## src/rtl/copro_arb_if.sv

```systemverilog
// Requester and coprocessor bus for copro_arb.
// master is the arbiter side; slave is the requesters plus coprocessor.
interface copro_arb_if #(parameter int N = 4);
    logic [N-1:0]    req;
    logic [32*N-1:0] opa;
    logic [32*N-1:0] opb;
    logic [N-1:0]    gnt;
    logic [N-1:0]    done;
    logic [63:0]     res;
    logic            busy;
    logic            cp_start;
    logic            cp_ready;
    logic            cp_dpsh;
    logic [31:0]     cp_dinp;
    logic            cp_dpop;
    logic [31:0]     cp_dout;

    modport master (
        input  req, opa, opb, cp_ready, cp_dout,
        output gnt, done, res, busy,
        output cp_start, cp_dpsh, cp_dinp, cp_dpop
    );

    modport slave (
        output req, opa, opb, cp_ready, cp_dout,
        input  gnt, done, res, busy,
        input  cp_start, cp_dpsh, cp_dinp, cp_dpop
    );
endinterface

```

## src/rtl/copro_arb.sv

```systemverilog
// Round-robin sharing of one 32x32 multiplier coprocessor, with a zero scrub
// after each job. COPRO_ARB_ZSKIP_EN short-circuits jobs with a zero operand.
module copro_arb #(
    parameter int N = 4
) (
    input logic         ck,
    input logic         rb,
    copro_arb_if.master bus
);
    localparam int IW = $clog2(N);

    typedef enum logic [3:0] {
        IDLE, PSHA, PSHB, STRT, WAIT, RDHI, RDLO, SPA, SPB, SST, SWT
    } st_t;

    st_t st, st_n;

    logic [IW-1:0] last, idx, sel, jj;
    logic          hit;
    logic          zs;
    logic [31:0]   sa, sb;
    logic [31:0]   a_q, b_q, hi_q;
    logic [63:0]   res_q;
    logic [N-1:0]  done_q;
    logic [N-1:0]  gnt_c;
    logic          start_c, dpsh_c, dpop_c;
    logic [31:0]   dinp_c;

    // first set request searching upward from last+1, with wrap
    always_comb begin
        sel = last;
        hit = 1'b0;
        jj  = last;
        for (int k = 1; k <= N; k++) begin
            jj = (int'(last) + k >= N) ? IW'(int'(last) + k - N)
                                       : IW'(int'(last) + k);
            if (!hit && bus.req[jj]) begin
                hit = 1'b1;
                sel = jj;
            end
        end
    end

    always_comb begin
        sa = '0;
        sb = '0;
        for (int i = 0; i < N; i++) begin
            if (sel == IW'(i)) begin
                sa = bus.opa[32*i +: 32];
                sb = bus.opb[32*i +: 32];
            end
        end
    end

`ifdef COPRO_ARB_ZSKIP_EN
    assign zs = (sa == 32'd0) || (sb == 32'd0);
`else
    assign zs = 1'b0;
`endif

    always_comb begin
        st_n    = st;
        gnt_c   = '0;
        start_c = 1'b0;
        dpsh_c  = 1'b0;
        dpop_c  = 1'b0;
        dinp_c  = '0;
        unique case (st)
            IDLE: begin
                if (hit) begin
                    gnt_c[sel] = 1'b1;
                    st_n       = zs ? IDLE : PSHA;
                end
            end
            PSHA: begin
                dpsh_c = 1'b1;
                dinp_c = a_q;
                st_n   = PSHB;
            end
            PSHB: begin
                dpsh_c = 1'b1;
                dinp_c = b_q;
                st_n   = STRT;
            end
            STRT: begin
                start_c = 1'b1;
                st_n    = WAIT;
            end
            WAIT: if (bus.cp_ready) st_n = RDHI;
            RDHI: begin
                dpop_c = 1'b1;
                st_n   = RDLO;
            end
            RDLO: st_n = SPA;
            SPA: begin
                dpsh_c = 1'b1;
                st_n   = SPB;
            end
            SPB: begin
                dpsh_c = 1'b1;
                st_n   = SST;
            end
            SST: begin
                start_c = 1'b1;
                st_n    = SWT;
            end
            SWT: if (bus.cp_ready) st_n = IDLE;
            default: st_n = IDLE;
        endcase
    end

    always_ff @(posedge ck) begin
        if (!rb) begin
            st     <= IDLE;
            last   <= IW'(N - 1);
            idx    <= '0;
            a_q    <= '0;
            b_q    <= '0;
            hi_q   <= '0;
            res_q  <= '0;
            done_q <= '0;
        end else begin
            st     <= st_n;
            done_q <= '0;
            if (st == IDLE && hit) begin
                last <= sel;
                idx  <= sel;
                a_q  <= sa;
                b_q  <= sb;
                if (zs) begin
                    res_q       <= '0;
                    done_q[sel] <= 1'b1;
                end
            end
            if (st == RDHI) hi_q <= bus.cp_dout;
            if (st == RDLO) begin
                res_q       <= {hi_q, bus.cp_dout};
                done_q[idx] <= 1'b1;
            end
        end
    end

    // no grant while reset is held, since nothing would be latched
    assign bus.gnt      = rb ? gnt_c : '0;
    assign bus.done     = done_q;
    assign bus.res      = res_q;
    assign bus.busy     = (st != IDLE);
    assign bus.cp_start = start_c;
    assign bus.cp_dpsh  = dpsh_c;
    assign bus.cp_dinp  = dinp_c;
    assign bus.cp_dpop  = dpop_c;
endmodule

```

## src/flat_wrapper.sv

```systemverilog
// flat-port wrapper written by rule: the top's interface ports become plain ports
module copro_arb_flat 
#(
    parameter int N = 4
)
  (ck, rb, bus_req, bus_opa, bus_opb, bus_cp_ready, bus_cp_dout, bus_gnt, bus_done, bus_res, bus_busy, bus_cp_start, bus_cp_dpsh, bus_cp_dinp, bus_cp_dpop);
  copro_arb_if #(.N(N)) bus_i ();
  input logic ck;
  input logic rb;
  input wire logic [$bits(bus_i.req)-1:0] bus_req;
  input wire logic [$bits(bus_i.opa)-1:0] bus_opa;
  input wire logic [$bits(bus_i.opb)-1:0] bus_opb;
  input wire logic [$bits(bus_i.cp_ready)-1:0] bus_cp_ready;
  input wire logic [$bits(bus_i.cp_dout)-1:0] bus_cp_dout;
  output wire logic [$bits(bus_i.gnt)-1:0] bus_gnt;
  output wire logic [$bits(bus_i.done)-1:0] bus_done;
  output wire logic [$bits(bus_i.res)-1:0] bus_res;
  output wire logic [$bits(bus_i.busy)-1:0] bus_busy;
  output wire logic [$bits(bus_i.cp_start)-1:0] bus_cp_start;
  output wire logic [$bits(bus_i.cp_dpsh)-1:0] bus_cp_dpsh;
  output wire logic [$bits(bus_i.cp_dinp)-1:0] bus_cp_dinp;
  output wire logic [$bits(bus_i.cp_dpop)-1:0] bus_cp_dpop;
  assign bus_i.req = bus_req;
  assign bus_i.opa = bus_opa;
  assign bus_i.opb = bus_opb;
  assign bus_i.cp_ready = bus_cp_ready;
  assign bus_i.cp_dout = bus_cp_dout;
  assign bus_gnt = bus_i.gnt;
  assign bus_done = bus_i.done;
  assign bus_res = bus_i.res;
  assign bus_busy = bus_i.busy;
  assign bus_cp_start = bus_i.cp_start;
  assign bus_cp_dpsh = bus_i.cp_dpsh;
  assign bus_cp_dinp = bus_i.cp_dinp;
  assign bus_cp_dpop = bus_i.cp_dpop;
  copro_arb #(.N(N)) u_core (.ck(ck), .rb(rb), .bus(bus_i));
endmodule
```

## config.mk

```make
export PLATFORM = sky130hd
export DESIGN_NAME = copro_arb_flat
export DESIGN_NICKNAME = d
export VERILOG_FILES = /design/src/rtl/copro_arb_if.sv /design/src/rtl/copro_arb.sv /design/src/flat_wrapper.sv
export SDC_FILE = /design/constraint.sdc
export NUM_CORES = 1
export LEC_CHECK = 0
export ABC_AREA = 1
export ABC_CLOCK_PERIOD_IN_PS = 4250
export CAP_MARGIN = 25
export CORE_AREA = 2 2 156 158
export CTS_BUF_LIST = sky130_fd_sc_hd__clkbuf_8
export CTS_CLUSTER_SIZE = 28
export DETAILED_ROUTE_END_ITERATION = 12
export DIE_AREA = 0 0 158 160
export PLACE_DENSITY = 0.73
export SLEW_MARGIN = 15
export SYNTH_ARGS = -nofsm -noshare
export SYNTH_HDL_FRONTEND = slang
export SYNTH_SLANG_ARGS = --single-unit
export TNS_END_PERCENT = 50
```

## constraint.sdc

```tcl
create_clock -name ck -period 4.25 [get_ports ck]
set_clock_uncertainty 0.1 [all_clocks]
set_input_delay 1.275 -clock ck [delete_from_list [all_inputs] [get_ports ck]]
set_output_delay 1.275 -clock ck [all_outputs]
set_load 0.02 [all_outputs]
```

==> reports/metrics.yaml <==
floorplanning:
  rows: 57
  dieHeight_um: 160
  top_level_ports: 403
  core_area_um2: 23800
  die_w_um: 158
  start_util_pct: 36.8
  die_area_um2: 25300
power:
  ir_drop_mv: 1.29
  leakage_nw: 5.69
  p_total_w: 0.00948
  swShare_pct: 52.4
  combPwrFrac_pct: 65.8
  clkPwrFrac_pct: 12.8
  power.internal_w: 0.00451
  power_frac_seq_pct: 21.5
  power.switching_w: 0.00497
  pwr_density_cell_nw_per_um2: 699
final_layout:
  seq_area_um2: 3440
  layout.nets: 2002
  final_common_cell: "clkdlybuf4s50_1"
  final_cell_mix: "393 x clkdlybuf4s50_1, 248 x nor2_1, 246 x nand2_1"
  area_growth_pct: 54.8
  drive_gt1_share_pct: 6.92
  nFillCells: 2353
  multiInputGateArea_um2: 4690
min_path:
  hold_path_class: "reg2reg"
  min_delay_worst_endpoint: "u_core.a_q[10]"
  min-delay-start: "u_core.a_q[10]"
  holdPathStages: 2
yosys:
  syn_inst: 1359
  syn-num-nets: 1654
  ys_seq_area_share_pct: 39.3
  avgSynthCellArea_um2: 6.45
  synthesis.area_um2: 8760
  yosysWarningCount: 0
  synth_seq_cells: 172
  synth_cell_types: 29
global_routing:
  grt_max_degree: 127
  antenna_found_initial: 1
  use_met1_pct: 29.7
  grt_pass1_vias: 9629
  grt-ovfl-total: 0
  grt_pass1_wl_um: 50900
  gr-usage-all-layers_pct: 25.7
  busiest_layer: "met2"
  grtUsageMet3_pct: 8.01
  grtUsageMet2_pct: 44.4
cts:
  clock-sinks: 172
  clk_path_buf_depth: 2
  clkTransAtPathRegs_ps: 100
  clock_latency_ps: 470
  htree_levels: 4
  clockRootBuffer: "clkbuf_8"
  cts_tree: "yes"
  cts-buffers-inserted: 17
drt:
  drt-initial-drc-count: 714
  firstDrtPassIters: 5
  drt-total-wl_um: 33600
  ant_nets: 0
  vias_per_cell: 5.02
  vias: 10273
  routedWlPerCell_um: 16.4
  route.detailed.drc: 0
setup_path:
  crit_path_end_kind: "primary output"
  rr_worst_depth: 15
  worstSetupStartpointType: "input pin"
  worstReg2RegStart: "u_core.last[0]"
  criticalPathCategory: "in2out"
  reg2reg_to: "u_core.a_q[17]"
  cp.arrival_ps: 2800
  crit_path_max_fanout: 6
  crit_required_ps: 2870
  ff2ff_setup_slack_ps: 850
placement:
  port-buffer-count: 402
  place_congestion: 0.883
  dpl.hpwl_um: 24200
timing:
  finalHoldViolCount: 0
  fmaxAchievable_mhz: 239
  setup_viol: 0
  fin_crit_sh_pct: 98.3
  rsz0062_at_grt: "no"
  tns_ps: 0
  relSlewSlack_pct: 32.2
  min_period_ps: 4180
  tightest_slew_ps: 1020
  slew_viol_final: 0
outcome:
  outcome: "finished, final reports clean"
run:
  maxCapViolCount: 0
registers in the layout, summed over array words and instances (netlist names):
signal	cells
u_core.bus.res	64
u_core.a_q	32
u_core.b_q	32
u_core.hi_q	32
u_core.bus.done	4
u_core.st	4
u_core.idx	2
u_core.last	2
per-stage QoR:
step                utilization, %  cells  setup slack, ps  hold WS, ps  cell area [um2]
finish                        57.0   2045             71.5          371            13600
global route                  57.0   2045             1.46          389            13600
CTS                           56.7   2041              105          371            13500
detailed placement            54.6   2007             -709          356            13000
global placement              54.4   2005             -708          353            13000
floorplan                        -   1359              123          342             8760
critical path: stages:
cell and delay [ps]:
dlygate4sd2_1 220, nand2_1 70, nand2_2 120, nand2_2 90, nand2_4 100, nor2_4 40
buf_4 130, nand3_1 100, nand2_4 110, buf_4 160, nor3_4 220, buf_6 150
power groups by stage:
stage	Clock (W)	Sequential [W]	Combinational, W
after floorplan	0	0.00203	0.00435
after global routing	0.00131	0.00206	0.00689
after global placement	0	0.00206	0.00596
after CTS	0.00125	0.00203	0.00619
after detailed placement	0	0.00206	0.00603
final	0.00121	0.00204	0.00623
synth_stat cells (all sizes together):
cell type  number  area share (%)
nor2          255              11
nor3            8            0.46
o211ai          3            0.26
nand4           1           0.071
o21ai         162             9.3
nand2         261              11
buf            50             3.4
clkinv          2           0.086
or2             2            0.14
inv            58             2.5
a21oi          88             5.5
o2111ai         1            0.10
clkbuf         56             2.4
o22ai           1           0.071
dfxtp         172              39
nand3         239              14
how the worst max path moves through the flow:
stage,from,end,slack (ps),cells past startpoint
after floorplan,bus_req[0],bus_gnt[2],120,12
after global placement,bus_req[3],bus_gnt[3],-710,12
after detailed placement,bus_req[0],bus_gnt[3],-710,12
after CTS,bus_req[0],bus_gnt[0],100,12
after global routing,bus_req[2],bus_gnt[3],1,12
final,bus_req[0],bus_gnt[3],70,12
cell families (layout without fill, tap and decap cells):
| family | Yosys count | after routing | synth area share [%] |
|---|---|---|---|
| AND/OR/NAND/NOR | 766 | 766 | 37.1 |
| AO/OA/AOI/OAI | 255 | 255 | 15.2 |
| flip-flops | 172 | 172 | 39.3 |
| buffers and inverters | 166 | 527 | 8.39 |
| other | 0 | 1 | 0 |
repair_timing:
action,4_1_cts,5_1_grt
hold buffers,0,0
resized for setup,48,2
pin swaps,14,4
setup buffers,2,2
setup endpoints to repair,4,1
layer usage:
metal  part of all wire (%)  up-vias
met5                      0        -
met4                    2.9        0
met3                    8.3       59
met2                     50      360
met1                     39     4706
li1                       -     5148
layout make-up:
| type | instances | share of cell area (%) |
|---|---|---|
| flip-flops and latches | 172 | 25.4 |
| multi-input cells | 1021 | 34.5 |
| diodes | 1 | 0.0184 |
| repair buffers | 435 | 32.2 |
| clock buffers | 17 | 1.72 |
| well taps | 324 | 2.99 |
| inverters | 60 | 1.70 |
| clock inverters | 15 | 1.43 |
Power figures use the tool's default switching activity.
